===== src/rtl/wb_arbiter_2_rr_if.sv =====
// Wishbone bus bundle for wb_arbiter_2_rr: one request/response channel between one
// master and one slave.
interface wb_arbiter_2_rr_if #(
  parameter int unsigned DATA_WIDTH   = 32,
  parameter int unsigned ADDR_WIDTH   = 32,
  parameter int unsigned SELECT_WIDTH = DATA_WIDTH / 8
);
  logic [ADDR_WIDTH-1:0]   adr;
  logic [DATA_WIDTH-1:0]   dat_w;
  logic [DATA_WIDTH-1:0]   dat_r;
  logic                    we;
  logic [SELECT_WIDTH-1:0] sel;
  logic                    stb;
  logic                    cyc;
  logic                    ack;
  logic                    err;
  logic                    rty;

  modport master (
    output adr, dat_w, we, sel, stb, cyc,
    input  dat_r, ack, err, rty
  );

  modport slave (
    input  adr, dat_w, we, sel, stb, cyc,
    output dat_r, ack, err, rty
  );
endinterface


===== src/rtl/wb_arbiter_2_rr.sv =====
// Two-master round-robin Wishbone arbiter with a registered grant held for a whole CYC.
// Optional stall watchdog enabled by defining WB_ARB_TIMEOUT_EN.
module wb_arbiter_2_rr #(
  parameter int unsigned DATA_WIDTH   = 32,
  parameter int unsigned ADDR_WIDTH   = 32,
  parameter int unsigned SELECT_WIDTH = DATA_WIDTH / 8,
  parameter int unsigned TIMEOUT      = 255
) (
  input  logic                 clk,
  input  logic                 rst_n,
  wb_arbiter_2_rr_if.slave     wbm0,
  wb_arbiter_2_rr_if.slave     wbm1,
  wb_arbiter_2_rr_if.master    wbs,
  output logic                 arb_timeout_o
);

  typedef enum logic [1:0] {
    StIdle  = 2'd0,
    StGnt0  = 2'd1,
    StGnt1  = 2'd2
`ifdef WB_ARB_TIMEOUT_EN
    , StFlush = 2'd3
`endif
  } state_e;

  state_e state_q, state_d;
  logic   last_gnt_q, last_gnt_d;
  logic   timeout_hit;

  logic [ADDR_WIDTH-1:0]   req_adr;
  logic [DATA_WIDTH-1:0]   req_dat;
  logic [SELECT_WIDTH-1:0] req_sel;
  logic                    req_we;
  logic                    req_stb;
  logic                    req_cyc;
  logic [DATA_WIDTH-1:0]   rsp_dat;
  logic                    rsp_ack;
  logic                    rsp_err;
  logic                    rsp_rty;

`ifdef WB_ARB_TIMEOUT_EN
  localparam int unsigned CntW = $clog2(TIMEOUT + 1);
  localparam logic [CntW-1:0] TimeoutVal = CntW'(TIMEOUT);

  logic [CntW-1:0] cnt_q, cnt_d;
  logic            flush_idx_q, flush_idx_d;
  logic            slv_rsp;
  logic            stall;

  assign slv_rsp     = wbs.ack | wbs.err | wbs.rty;
  assign stall       = req_cyc & req_stb & ~slv_rsp;
  assign timeout_hit = ((state_q == StGnt0) || (state_q == StGnt1)) && (cnt_q == TimeoutVal);

  always_comb begin : cnt_next
    cnt_d = cnt_q;
    if ((state_d != state_q) || slv_rsp) begin
      cnt_d = '0;
    end else if (stall && (cnt_q != TimeoutVal)) begin
      cnt_d = cnt_q + 1'b1;
    end
  end

  always_ff @(posedge clk or negedge rst_n) begin : cnt_reg
    if (!rst_n) begin
      cnt_q       <= '0;
      flush_idx_q <= 1'b0;
    end else begin
      cnt_q       <= cnt_d;
      flush_idx_q <= flush_idx_d;
    end
  end
`else
  assign timeout_hit = 1'b0;
`endif

  // State register; last_gnt resets to 1 so master 0 wins the first tie.
  always_ff @(posedge clk or negedge rst_n) begin : state_reg
    if (!rst_n) begin
      state_q    <= StIdle;
      last_gnt_q <= 1'b1;
    end else begin
      state_q    <= state_d;
      last_gnt_q <= last_gnt_d;
    end
  end

  always_comb begin : next_state
    state_d    = state_q;
    last_gnt_d = last_gnt_q;
`ifdef WB_ARB_TIMEOUT_EN
    flush_idx_d = flush_idx_q;
`endif
    case (state_q)
      StIdle: begin
        if (wbm0.cyc && wbm1.cyc) begin
          state_d = last_gnt_q ? StGnt0 : StGnt1;
        end else if (wbm0.cyc) begin
          state_d = StGnt0;
        end else if (wbm1.cyc) begin
          state_d = StGnt1;
        end
      end
      StGnt0: begin
        if (!wbm0.cyc) begin
          last_gnt_d = 1'b0;
          state_d    = wbm1.cyc ? StGnt1 : StIdle;
        end
`ifdef WB_ARB_TIMEOUT_EN
        else if (timeout_hit) begin
          state_d     = StFlush;
          flush_idx_d = 1'b0;
        end
`endif
      end
      StGnt1: begin
        if (!wbm1.cyc) begin
          last_gnt_d = 1'b1;
          state_d    = wbm0.cyc ? StGnt0 : StIdle;
        end
`ifdef WB_ARB_TIMEOUT_EN
        else if (timeout_hit) begin
          state_d     = StFlush;
          flush_idx_d = 1'b1;
        end
`endif
      end
`ifdef WB_ARB_TIMEOUT_EN
      StFlush: begin
        // Aborted master must drop CYC before the bus is handed on.
        if (flush_idx_q ? !wbm1.cyc : !wbm0.cyc) begin
          last_gnt_d = flush_idx_q;
          if (flush_idx_q ? wbm0.cyc : wbm1.cyc) begin
            state_d = flush_idx_q ? StGnt0 : StGnt1;
          end else begin
            state_d = StIdle;
          end
        end
      end
`endif
      default: state_d = StIdle;
    endcase
  end

  always_comb begin : outputs
    req_adr = '0;
    req_dat = '0;
    req_sel = '0;
    req_we  = 1'b0;
    req_stb = 1'b0;
    req_cyc = 1'b0;
    rsp_dat = wbs.dat_r;
    rsp_ack = wbs.ack & ~timeout_hit;
    rsp_err = wbs.err | timeout_hit;
    rsp_rty = wbs.rty & ~timeout_hit;

    wbm0.dat_r = '0;
    wbm0.ack   = 1'b0;
    wbm0.err   = 1'b0;
    wbm0.rty   = 1'b0;
    wbm1.dat_r = '0;
    wbm1.ack   = 1'b0;
    wbm1.err   = 1'b0;
    wbm1.rty   = 1'b0;
    arb_timeout_o = timeout_hit;

    // Responses are gated with the owner's CYC so late acks after an abort are dropped.
    unique case (state_q)
      StGnt0: begin
        req_adr    = wbm0.adr;
        req_dat    = wbm0.dat_w;
        req_sel    = wbm0.sel;
        req_we     = wbm0.we;
        req_stb    = wbm0.stb;
        req_cyc    = wbm0.cyc;
        wbm0.dat_r = rsp_dat;
        wbm0.ack   = wbm0.cyc & rsp_ack;
        wbm0.err   = wbm0.cyc & rsp_err;
        wbm0.rty   = wbm0.cyc & rsp_rty;
      end
      StGnt1: begin
        req_adr    = wbm1.adr;
        req_dat    = wbm1.dat_w;
        req_sel    = wbm1.sel;
        req_we     = wbm1.we;
        req_stb    = wbm1.stb;
        req_cyc    = wbm1.cyc;
        wbm1.dat_r = rsp_dat;
        wbm1.ack   = wbm1.cyc & rsp_ack;
        wbm1.err   = wbm1.cyc & rsp_err;
        wbm1.rty   = wbm1.cyc & rsp_rty;
      end
      default: ;
    endcase
  end

  assign wbs.adr   = req_adr;
  assign wbs.dat_w = req_dat;
  assign wbs.sel   = req_sel;
  assign wbs.we    = req_we;
  assign wbs.stb   = req_stb;
  assign wbs.cyc   = req_cyc;

endmodule


===== src/flat_wrapper.sv =====
// flat-port wrapper written by rule: the top's interface ports become plain ports
module wb_arbiter_2_rr_flat 
#(
  parameter int unsigned DATA_WIDTH   = 32,
  parameter int unsigned ADDR_WIDTH   = 32,
  parameter int unsigned SELECT_WIDTH = DATA_WIDTH / 8,
  parameter int unsigned TIMEOUT      = 255
)
  (clk, rst_n, arb_timeout_o, wbm0_adr, wbm0_dat_w, wbm0_we, wbm0_sel, wbm0_stb, wbm0_cyc, wbm0_dat_r, wbm0_ack, wbm0_err, wbm0_rty, wbm1_adr, wbm1_dat_w, wbm1_we, wbm1_sel, wbm1_stb, wbm1_cyc, wbm1_dat_r, wbm1_ack, wbm1_err, wbm1_rty, wbs_adr, wbs_dat_w, wbs_we, wbs_sel, wbs_stb, wbs_cyc, wbs_dat_r, wbs_ack, wbs_err, wbs_rty);
  wb_arbiter_2_rr_if #(.DATA_WIDTH(DATA_WIDTH), .ADDR_WIDTH(ADDR_WIDTH), .SELECT_WIDTH(SELECT_WIDTH)) wbm0_i ();
  wb_arbiter_2_rr_if #(.DATA_WIDTH(DATA_WIDTH), .ADDR_WIDTH(ADDR_WIDTH), .SELECT_WIDTH(SELECT_WIDTH)) wbm1_i ();
  wb_arbiter_2_rr_if #(.DATA_WIDTH(DATA_WIDTH), .ADDR_WIDTH(ADDR_WIDTH), .SELECT_WIDTH(SELECT_WIDTH)) wbs_i ();
  input  logic clk;
  input  logic rst_n;
  output logic arb_timeout_o;
  input wire logic [$bits(wbm0_i.adr)-1:0] wbm0_adr;
  input wire logic [$bits(wbm0_i.dat_w)-1:0] wbm0_dat_w;
  input wire logic [$bits(wbm0_i.we)-1:0] wbm0_we;
  input wire logic [$bits(wbm0_i.sel)-1:0] wbm0_sel;
  input wire logic [$bits(wbm0_i.stb)-1:0] wbm0_stb;
  input wire logic [$bits(wbm0_i.cyc)-1:0] wbm0_cyc;
  output wire logic [$bits(wbm0_i.dat_r)-1:0] wbm0_dat_r;
  output wire logic [$bits(wbm0_i.ack)-1:0] wbm0_ack;
  output wire logic [$bits(wbm0_i.err)-1:0] wbm0_err;
  output wire logic [$bits(wbm0_i.rty)-1:0] wbm0_rty;
  input wire logic [$bits(wbm1_i.adr)-1:0] wbm1_adr;
  input wire logic [$bits(wbm1_i.dat_w)-1:0] wbm1_dat_w;
  input wire logic [$bits(wbm1_i.we)-1:0] wbm1_we;
  input wire logic [$bits(wbm1_i.sel)-1:0] wbm1_sel;
  input wire logic [$bits(wbm1_i.stb)-1:0] wbm1_stb;
  input wire logic [$bits(wbm1_i.cyc)-1:0] wbm1_cyc;
  output wire logic [$bits(wbm1_i.dat_r)-1:0] wbm1_dat_r;
  output wire logic [$bits(wbm1_i.ack)-1:0] wbm1_ack;
  output wire logic [$bits(wbm1_i.err)-1:0] wbm1_err;
  output wire logic [$bits(wbm1_i.rty)-1:0] wbm1_rty;
  output wire logic [$bits(wbs_i.adr)-1:0] wbs_adr;
  output wire logic [$bits(wbs_i.dat_w)-1:0] wbs_dat_w;
  output wire logic [$bits(wbs_i.we)-1:0] wbs_we;
  output wire logic [$bits(wbs_i.sel)-1:0] wbs_sel;
  output wire logic [$bits(wbs_i.stb)-1:0] wbs_stb;
  output wire logic [$bits(wbs_i.cyc)-1:0] wbs_cyc;
  input wire logic [$bits(wbs_i.dat_r)-1:0] wbs_dat_r;
  input wire logic [$bits(wbs_i.ack)-1:0] wbs_ack;
  input wire logic [$bits(wbs_i.err)-1:0] wbs_err;
  input wire logic [$bits(wbs_i.rty)-1:0] wbs_rty;
  assign wbm0_i.adr = wbm0_adr;
  assign wbm0_i.dat_w = wbm0_dat_w;
  assign wbm0_i.we = wbm0_we;
  assign wbm0_i.sel = wbm0_sel;
  assign wbm0_i.stb = wbm0_stb;
  assign wbm0_i.cyc = wbm0_cyc;
  assign wbm0_dat_r = wbm0_i.dat_r;
  assign wbm0_ack = wbm0_i.ack;
  assign wbm0_err = wbm0_i.err;
  assign wbm0_rty = wbm0_i.rty;
  assign wbm1_i.adr = wbm1_adr;
  assign wbm1_i.dat_w = wbm1_dat_w;
  assign wbm1_i.we = wbm1_we;
  assign wbm1_i.sel = wbm1_sel;
  assign wbm1_i.stb = wbm1_stb;
  assign wbm1_i.cyc = wbm1_cyc;
  assign wbm1_dat_r = wbm1_i.dat_r;
  assign wbm1_ack = wbm1_i.ack;
  assign wbm1_err = wbm1_i.err;
  assign wbm1_rty = wbm1_i.rty;
  assign wbs_adr = wbs_i.adr;
  assign wbs_dat_w = wbs_i.dat_w;
  assign wbs_we = wbs_i.we;
  assign wbs_sel = wbs_i.sel;
  assign wbs_stb = wbs_i.stb;
  assign wbs_cyc = wbs_i.cyc;
  assign wbs_i.dat_r = wbs_dat_r;
  assign wbs_i.ack = wbs_ack;
  assign wbs_i.err = wbs_err;
  assign wbs_i.rty = wbs_rty;
  wb_arbiter_2_rr #(.DATA_WIDTH(DATA_WIDTH), .ADDR_WIDTH(ADDR_WIDTH), .SELECT_WIDTH(SELECT_WIDTH), .TIMEOUT(TIMEOUT)) u_core (.clk(clk), .rst_n(rst_n), .wbm0(wbm0_i), .wbm1(wbm1_i), .wbs(wbs_i), .arb_timeout_o(arb_timeout_o));
endmodule

===== config.mk =====
export PLATFORM = sky130hd
export DESIGN_NAME = wb_arbiter_2_rr_flat
export DESIGN_NICKNAME = d
export VERILOG_FILES = /design/src/rtl/wb_arbiter_2_rr_if.sv /design/src/rtl/wb_arbiter_2_rr.sv /design/src/flat_wrapper.sv
export SDC_FILE = /design/constraint.sdc
export NUM_CORES = 1
export LEC_CHECK = 0
export ABC_CLOCK_PERIOD_IN_PS = 1340
export BUFFER_PORTS_ARGS = -buffer_cell sky130_fd_sc_hd__buf_2
export CELL_PAD_IN_SITES_DETAIL_PLACEMENT = 1
export CELL_PAD_IN_SITES_GLOBAL_PLACEMENT = 2
export CORE_UTILIZATION = 10
export CTS_CLUSTER_DIAMETER = 60
export DETAILED_ROUTE_END_ITERATION = 10
export GPL_TIMING_DRIVEN = 0
export PLACE_DENSITY_LB_ADDON = 0.1
export REMOVE_ABC_BUFFERS = 1
export SETUP_SLACK_MARGIN = 0.2
export SYNTH_ARGS = -nofsm -noshare
export SYNTH_HDL_FRONTEND = slang
export SYNTH_SLANG_ARGS = --single-unit

===== constraint.sdc =====
create_clock -name clk -period 1.34 [get_ports clk]
set_input_delay 0.268 -clock clk [delete_from_list [all_inputs] [get_ports clk]]
set_output_delay 0.268 -clock clk [all_outputs]
set_load 0.01 [all_outputs]

==> results of run 1 <==
-- sequential cells by signal, summed over array words and instances (netlist names) --
register,flops
u_core.last_gnt_q,1
u_core.state_q,2
-- routing by layer --
layer | routed length, um | share of wire (%) | GRT usage (%) | vias up
li1 | - | - | - | 1621
met1 | 6656 | 41 | 17.09 | 1668
met2 | 8874 | 55 | 28.72 | 111
met3 | 512 | 3.2 | 1.386 | 10
met4 | 140 | 0.87 | 1.833 | 0
met5 | 0 | 0 | 0 | -
-- power groups by stage --
stage / Clock [mW] / Sequential, mW / Combinational [mW]
3_3_place_gp: 0 / 0.194 / 3.98
2_1_floorplan: 0 / 0.179 / 3.38
5_1_grt: 0.494 / 0.215 / 10.2
4_1_cts: 0.477 / 0.208 / 8.13
6_report: 0.469 / 0.212 / 9.57
3_5_place_dp: 0 / 0.206 / 5.95
-- cell usage after synthesis --
cell type,number,area share [%]
a211oi_1,1,0.40
a21oi_1,2,0.54
a221oi_1,1,0.47
a22o_4,1,0.94
a22oi_1,70,28
and2_1,65,22
and3_1,6,2.0
and3b_1,1,0.47
buf_2,15,4.0
buf_4,1,0.40
buf_6,1,0.61
clkbuf_1,16,3.2
conb_1,1,0.20
dfrtp_1,2,2.7
dfstp_2,1,1.4
ha_1,5,3.4
inv_1,4,0.81
nand2b_1,1,0.34
nor2_1,2,0.40
nor2b_1,71,24
nor3b_1,1,0.40
o21ai_0,3,0.81
o221a_2,1,0.61
o41ai_2,2,1.8
-- logic make-up after synthesis --
group	after synthesis	share of synthesized area, %
AO/OA/AOI/OAI	81	33.80
AND/OR/NAND/NOR	147	49.43
adder cells (fa/ha/maj)	5	3.367
flip-flops	3	4.108
buffers and inverters	37	9.091
other	1	0.2018
-- metrics by stage --
step / TNS, ps / instance area [um^2] / hold slack (ps) / std cells / setup WS, ps
after floorplan: -176600 / 1704 / -27.59 / 241 / -1639
after global placement: -358410 / 3587 / 62.24 / 789 / -3163
after detailed placement: -106720 / 3662 / 64.80 / 791 / -1111
after CTS: -65080 / 4275 / 363.8 / 821 / -549.8
after global routing: -74980 / 4850 / 378.4 / 832 / -624.2
final: -66110 / 4850 / 371.1 / 832 / -543.0
-- worst min-delay path by stage --
stage | start | to | slack, ps | cells past startpoint
global placement | rst_n | u_core.state_q[0]$_DFFE_PN0P_ | 60 | 1
CTS | rst_n | u_core.state_q[0]$_DFFE_PN0P_ | 360 | 2
finish | rst_n | u_core.state_q[0]$_DFFE_PN0P_ | 370 | 2
detailed placement | rst_n | u_core.state_q[1]$_DFFE_PN0P_ | 60 | 1
floorplan | rst_n | u_core.state_q[0]$_DFFE_PN0P_ | -30 | 0
global route | rst_n | u_core.state_q[0]$_DFFE_PN0P_ | 380 | 2
-- final cells by class --
| cell class | instances | share of cell area (%) |
|---|---|---|
| clock buffer | 4 | 1.625 |
| tap | 229 | 5.908 |
| timing repair buffer | 358 | 51.19 |
| inverter | 4 | 0.4128 |
| sequential | 3 | 1.625 |
| multi-input combinational | 234 | 39.24 |
-- timing repair --
action	4_1_cts	5_1_grt
gates cloned	4	8
pin swaps	10	5
endpoints found under the setup margin	144	144
resized for setup	43	84
endpoints found under the hold margin	2	0
setup buffers	21	3
hold buffers	1	0
==> flow_summary.yaml, run 1 <==
critical_path:
  slowest_delay_ps: 440
  reg2reg_depth: 8
  crit_path_end_kind: "output pin"
  path_cells: "inv_4 -> ha_4 -> buf_12 -> a22oi_1 -> nor2b_1 -> buf_2"
  cp.required_ps: 1070
  endpoint: "wbs_dat_w[28]"
  critPathTopFamily: "buffers and inverters"
  worstSetupPathType: "reg2out"
  crit_slowest_cell: "dfrtp_2"
  cp.buffers_inverters: 3
  reg2reg_slack_ps: -330
  cp.arrival_ps: 1620
  r2r-start: "u_core.state_q[0]$_DFFE_PN0P_"
  timing.rr.end: "u_core.last_gnt_q$_DFFE_PN1P_"
  cp_num_cells: 6
  critPathMaxFanout: 10
  worst_setup_path_start_kind: "flop"
  startpoint: "u_core.state_q[0]$_DFFE_PN0P_"
power:
  internal-power_mw: 5.629
  peakVddDrop_mv: 1.374
  p_switching_mw: 4.623
  comb_power_share_pct: 93.4
  p_seq_share_pct: 2.1
  finalPower_mw: 10.25
  clockPowerShare_pct: 4.6
  swShare_pct: 45.09
  p_leak_nw: 2.488
  powerDensity_nw_per_um2: 2114
floorplanning:
  coreArea_um2: 18090
  num_rows: 49
  die_y_um: 138.3
  io_pins: 321
  die-area_um2: 19130
  start_util_pct: 10.27
  die_w_um: 138.3
route:
  drt_first_pass_iters: 9
  drt_iter0_markers: 115
  route.vias.total: 3410
  drtAntennaViolNets: 0
  wl_um: 16180
  routed_via_density: 4.099
  wl_per_cell_um: 19.45
  drc_errors: 32
run_status:
  violations: "DRC, setup timing"
  status: "finished, violations left"
timing:
  fmax_mhz: 531.1
  rsz0062_at_grt: "true"
  slew_violations: 0
  post-route-period-util_pct: 140.5
  setup_ws_ps: -543.0
  min_period_ps: 1883
  hold_violations: 0
  finalSetupViolations: 144
  fin_worst_skew_ps: 0.09362
cts:
  cts_tree: "done"
  cts.sinks: 3
  clockBufferDepth: 2
  cts-root-buf: "clkbuf_16"
  htreeDepth: 1
  clk_pin_slew_worst_paths_ps: 30
  insertion_delay_ps: 220
  cts_buffers: 3
finish:
  final_common_cell: "buf_2"
  fin_nets: 788
  n_antenna_cell: 0
  synthToLayoutAreaGrowth_pct: 161.0
  final-seq-area_um2: 78.83
  final_layout_size_suffix_gt1_share_pct: 71.64
  final_cell_mix: "294 x buf_2, 65 x nor2b_1, 43 x and2_1"
  multi_input_area_um2: 1903
  final_util_pct: 26.81
  fillers: 2196
yosys:
  synthCells: 274
  synth_seq_cells: 3
  ys_seq_area_share_pct: 4.108
  yosysWarnings: 0
  ys_types: 24
  synth.avg_cell_area_um2: 6.781
  syn_area_um2: 1858
placed_design:
  place_hpwl_um: 10070
  io_buffers: 319
  gp_congestion: 0.7097
grt:
  grt_max_degree: 38
  overflow: 0
  grt_pass1_wl_um: 21440
  antenna_found_initial: 0
  grt_usage_pct: 14.54
  grt_pass1_vias: 3306
hold_path:
  hold_path.class: "in2async"
run:
  drv_cap: 0
Note: power is estimated with default switching activity, not from simulation.
==> inputs of run 2 (changes only) <==
PLACE_DENSITY = 0.84   (was unset)
PLACE_DENSITY_LB_ADDON = unset   (was 0.1)
==> flow_summary.yaml, run 2 (synthesis gave the netlist of run 1 again) <==
finish:
  final_layout_size_suffix_gt1_share_pct: 81.39
  synthToLayoutAreaGrowth_pct: 195.9
  largest_registers: "u_core.state_q x2, u_core.last_gnt_q x1"
  fin_nets: 803
  fin_cells: 847
  final-seq-area_um2: 78.83
  fillers: 2174
  multi_input_area_um2: 2192
  final_cell_mix: "281 x buf_2, 68 x nor2b_1, 67 x a22oi_2"
  n_antenna_cell: 0
  stdcell_area_um2: 5498
  final_common_cell: "buf_2"
  regMostFlops: "u_core.state_q"
  largest_reg_flops: 2
placed_design:
  io_buffers: 319
  dpl_cell_area_um2: 3662
  placedCellCount: 791
  gp_congestion: 0.7253
  place_hpwl_um: 8964
route:
  wl_um: 17060
  wl_per_cell_um: 20.14
  drc_errors: 28
  drt_iter0_markers: 106
  drt_first_pass_iters: 7
  routed_via_density: 4.240
  drtAntennaViolNets: 0
  route.vias.total: 3591
critical_path:
  cp.arrival_ps: 1680
  crit_slowest_cell: "dfrtp_2"
  crit_path_end_kind: "output pin"
  worst_setup_path_start_kind: "flop"
  r2r-start: "u_core.state_q[0]$_DFFE_PN0P_"
  critPathMaxFanout: 4
  critPathTopFamily: "flip-flops"
  timing.critical_path.mode_cell: "buf_6"
  path_cells: "buf_12 -> ha_4 -> buf_6 -> a22o_4 -> and2_4 -> buf_6"
  cp.buffers_inverters: 3
  slowest_delay_ps: 440
  cp.required_ps: 1070
  reg2reg_slack_ps: -510
  timing.rr.end: "u_core.state_q[1]$_DFFE_PN0P_"
  worstSetupPathType: "reg2out"
  reg2reg_depth: 8
cts:
  cts_buffers: 3
  insertion_delay_ps: 220
  cts-root-buf: "clkbuf_16"
  clk_pin_slew_worst_paths_ps: 30
  cts.sinks: 3
  cts_tree: "done"
  htreeDepth: 1
  clockBufferDepth: 2
timing:
  slew-limit-headroom_pct: 58.97
  rsz0062_at_grt: "true"
  fmax_mhz: 513.5
  finalSetupViolations: 144
  setup_ws_ps: -607.3
  tightest_slew_ps: 612.7
  fin_worst_skew_ps: 0.3114
  post-route-period-util_pct: 145.3
  min_period_ps: 1947
  hold_violations: 0
  slew_violations: 0
floorplanning:
  die-area_um2: 19130
  die_y_um: 138.3
  coreArea_um2: 18090
  start_util_pct: 10.27
  io_pins: 321
  die_w_um: 138.3
  num_rows: 49
grt:
  grt_max_degree: 53
  grt_usage_pct: 15.51
  overflow: 0
  antenna_found_initial: 0
  grt_pass1_wl_um: 22690
  grt_pass1_vias: 3681
power:
  p_leak_nw: 2.661
  powerDensity_nw_per_um2: 2097
  peakVddDrop_mv: 1.086
hold_path:
  hold_path.class: "in2async"
run_status:
  status: "finished, violations left"
  violations: "DRC, setup timing"
run:
  drv_cap: 0
-- run 2: worst register-to-register path, stage by stage (launching register included) --
cell and delay [ps]:
dfrtp_2 440, buf_12 140, ha_4 190, buf_12 160, buf_16 140, buf_6 120, buf_8 110, a221oi_4 280
o41ai_4 120
-- run 2: metal layers --
| layer | wire length, um | share of wire [%] | global-route usage (%) |
|---|---|---|---|
| met5 | 0 | 0 | 0 |
| met4 | 183 | 1.1 | 1.833 |
| met3 | 628 | 3.7 | 0.9006 |
| met2 | 9005 | 53 | 29.66 |
| met1 | 7241 | 42 | 19.42 |
-- run 2: layout make-up --
class,count,area share (%)
Inverter,4,0.3641
Multi-Input combinational cell,234,39.87
Clock buffer,4,1.434
Sequential cell,3,1.434
Timing Repair Buffer,373,51.68
Tap cell,229,5.212
-- run 2: timing repair --
action / in CTS / in global routing
gates cloned: 10 / 8
setup endpoints to repair: 144 / 144
gates resized for setup: 108 / 95
hold buffers: 1 / 0
endpoints found under the hold margin: 2 / 0
setup buffers: 30 / 3
pin swaps: 12 / 19
-- run 2: per-stage QoR --
stage | util, % | hold slack, ps | power [mW] | setup TNS [ps] | worst slack, ps
after global routing | 30.40 | 376.1 | 12.28 | -83760 | -660.3
after CTS | 26.75 | 364.9 | 9.960 | -73290 | -587.4
after detailed placement | 20.25 | 67.38 | 6.018 | -106940 | -1055
after global placement | 19.83 | 65.13 | 4.158 | -341880 | -3099
after floorplan | - | -27.59 | 3.559 | -176600 | -1639
final | 30.40 | 363.4 | 11.53 | -75090 | -607.3
-- run 2: how the worst max path moves through the flow --
stage / cells past startpoint / end / start
floorplan: 4 / wbs_adr[17] / u_core.state_q[1]$_DFFE_PN0P_
global placement: 5 / wbs_adr[17] / u_core.state_q[1]$_DFFE_PN0P_
detailed placement: 5 / wbs_cyc / u_core.state_q[0]$_DFFE_PN0P_
CTS: 7 / wbs_adr[18] / u_core.state_q[0]$_DFFE_PN0P_
global route: 7 / wbs_dat_w[19] / u_core.state_q[1]$_DFFE_PN0P_
finish: 6 / wbs_cyc / u_core.state_q[0]$_DFFE_PN0P_
-- run 2: where the power goes --
group	internal (mW)	total, mW	switching (mW)
sequential	0.152	0.221	0.0688
clock	0.393	0.475	0.0823
combinational	5.86	10.8	4.98
==> inputs of run 3 (changes only) <==
--- a/constraint.sdc
+++ b/constraint.sdc
@@ -3,2 +3,2 @@
 set_output_delay 0.268 -clock clk [all_outputs]
-set_load 0.01 [all_outputs]
+set_load 0.005 [all_outputs]
==> flow_summary.yaml, run 3 (synthesis gave the netlist of run 1 again) <==
cts:
  clockBufferDepth: 2
  insertion_delay_ps: 220
  cts.sinks: 3
  htreeDepth: 1
  clk_pin_slew_worst_paths_ps: 30
  cts-root-buf: "clkbuf_16"
  cts_tree: "done"
  cts_buffers: 3
placed_design:
  pre_cts_ws_ps: -1037
  dpl_cell_area_um2: 3662
  place_hpwl_um: 8964
  placedCellCount: 791
  io_buffers: 319
  gp_congestion: 0.7253
timing:
  fin_worst_skew_ps: 0.4381
  min_period_ps: 1918
  finalSetupViolations: 144
  setup_ws_ps: -577.8
  fmax_mhz: 521.4
  rsz0062_at_grt: "true"
  hold_violations: 0
  slew_violations: 0
  slew-limit-headroom_pct: 61.55
  post-route-period-util_pct: 143.1
  tightest_slew_ps: 574.3
  final.setup.tns_ps: -71740
  whs_ps: 361.7
finish:
  n_antenna_cell: 0
  stdcell_area_um2: 5338
  fillers: 2183
  final_common_cell: "buf_2"
  final_cell_mix: "285 x buf_2, 68 x nor2b_1, 56 x a22oi_2"
  largest_reg_flops: 2
  largest_registers: "u_core.state_q x2, u_core.last_gnt_q x1"
  synthToLayoutAreaGrowth_pct: 187.3
  final_util_pct: 29.51
  multi_input_area_um2: 2135
  final_layout_size_suffix_gt1_share_pct: 79.15
  final-seq-area_um2: 78.83
  fin_cells: 843
  fin_nets: 799
  regMostFlops: "u_core.state_q"
route:
  drc_errors: 28
  wl_um: 16490
  drt_first_pass_iters: 7
  drtAntennaViolNets: 0
  wl_per_cell_um: 19.56
  route.vias.total: 3514
  routed_via_density: 4.168
  drt_iter0_markers: 132
critical_path:
  cp.arrival_ps: 1650
  crit_path_end_kind: "output pin"
  slowest_delay_ps: 440
  timing.rr.end: "u_core.state_q[1]$_DFFE_PN0P_"
  cp.required_ps: 1070
  timing.critical_path.mode_cell: "buf_12"
  worst_setup_path_start_kind: "flop"
  worstSetupPathType: "reg2out"
  reg2reg_slack_ps: -490
  critPathMaxFanout: 7
  crit_slowest_cell: "dfrtp_2"
  reg2reg_depth: 8
  critPathTopFamily: "buffers and inverters"
  cp.buffers_inverters: 4
  path_cells: "buf_12 -> ha_4 -> buf_12 -> clkbuf_16 -> a22oi_2 -> nor2b_1 -> buf_2"
  startpoint: "u_core.state_q[0]$_DFFE_PN0P_"
  r2r-start: "u_core.state_q[0]$_DFFE_PN0P_"
floorplanning:
  io_pins: 321
  die-area_um2: 19130
  start_util_pct: 10.27
  die_y_um: 138.3
  coreArea_um2: 18090
  num_rows: 49
  die_w_um: 138.3
power:
  powerDensity_nw_per_um2: 2016
  peakVddDrop_mv: 1.088
  p_leak_nw: 2.619
  finalPower_mw: 10.76
grt:
  grt_pass1_wl_um: 22870
  grt_pass1_vias: 3721
  antenna_found_initial: 0
  grt_max_degree: 29
  overflow: 0
  grt_usage_pct: 15.66
run_status:
  violations: "DRC, setup timing"
  status: "finished, violations left"
hold_path:
  hold_path.class: "in2async"
run:
  drv_cap: 0
## run 3: cell count changes in the layout (fill, tap and decap cells not counted), moves of 3 or more
cell and change:
a22oi_1 +11, a22oi_2 -11, buf_8 +3, buf_2 +4
buf_4 -4, clkbuf_16 -3
## run 3: timing repair
| item | 4_1_cts | 5_1_grt |
|---|---|---|
| hold endpoints to repair | 2 | 0 |
| cloned | 10 | 5 |
| endpoints found under the setup margin | 144 | 144 |
| gates resized for setup | 108 | 79 |
| pin swaps | 17 | 19 |
| hold buffers | 1 | 0 |
| setup buffers | 31 | 1 |
## run 3: layout make-up
| cell class | instances | share of cell area (%) |
|---|---|---|
| sequential | 3 | 1.477 |
| timing repair buffer | 369 | 51.31 |
| inverter | 4 | 0.3751 |
| multi-input combinational | 234 | 39.99 |
| tap | 229 | 5.368 |
| clock buffer | 4 | 1.477 |
## run 3: worst max-delay path by stage
stage / to / slack, ps / cells after the start
after floorplan: wbs_cyc / -1580 / 4
after global placement: wbs_adr[17] / -3080 / 5
after detailed placement: wbs_cyc / -1040 / 5
after CTS: wbs_adr[18] / -570 / 7
after global routing: wbs_adr[3] / -640 / 7
final: wbs_adr[3] / -580 / 7
## run 3: power by group
group          internal, mW  leakage, nW  switching [mW]
registers             0.152       0.0334          0.0721
logic                  5.66         2.55            4.40
clock network         0.393       0.0382          0.0819
total                  6.21         2.62            4.56
## run 3: routing by layer
metal	global-route usage [%]	wire length [um]	up-vias
met5	0	0	-
met4	1.597	132	0
met3	0.9352	650	12
met2	30.22	8879	148
met1	19.46	6823	1706
li1	-	-	1648
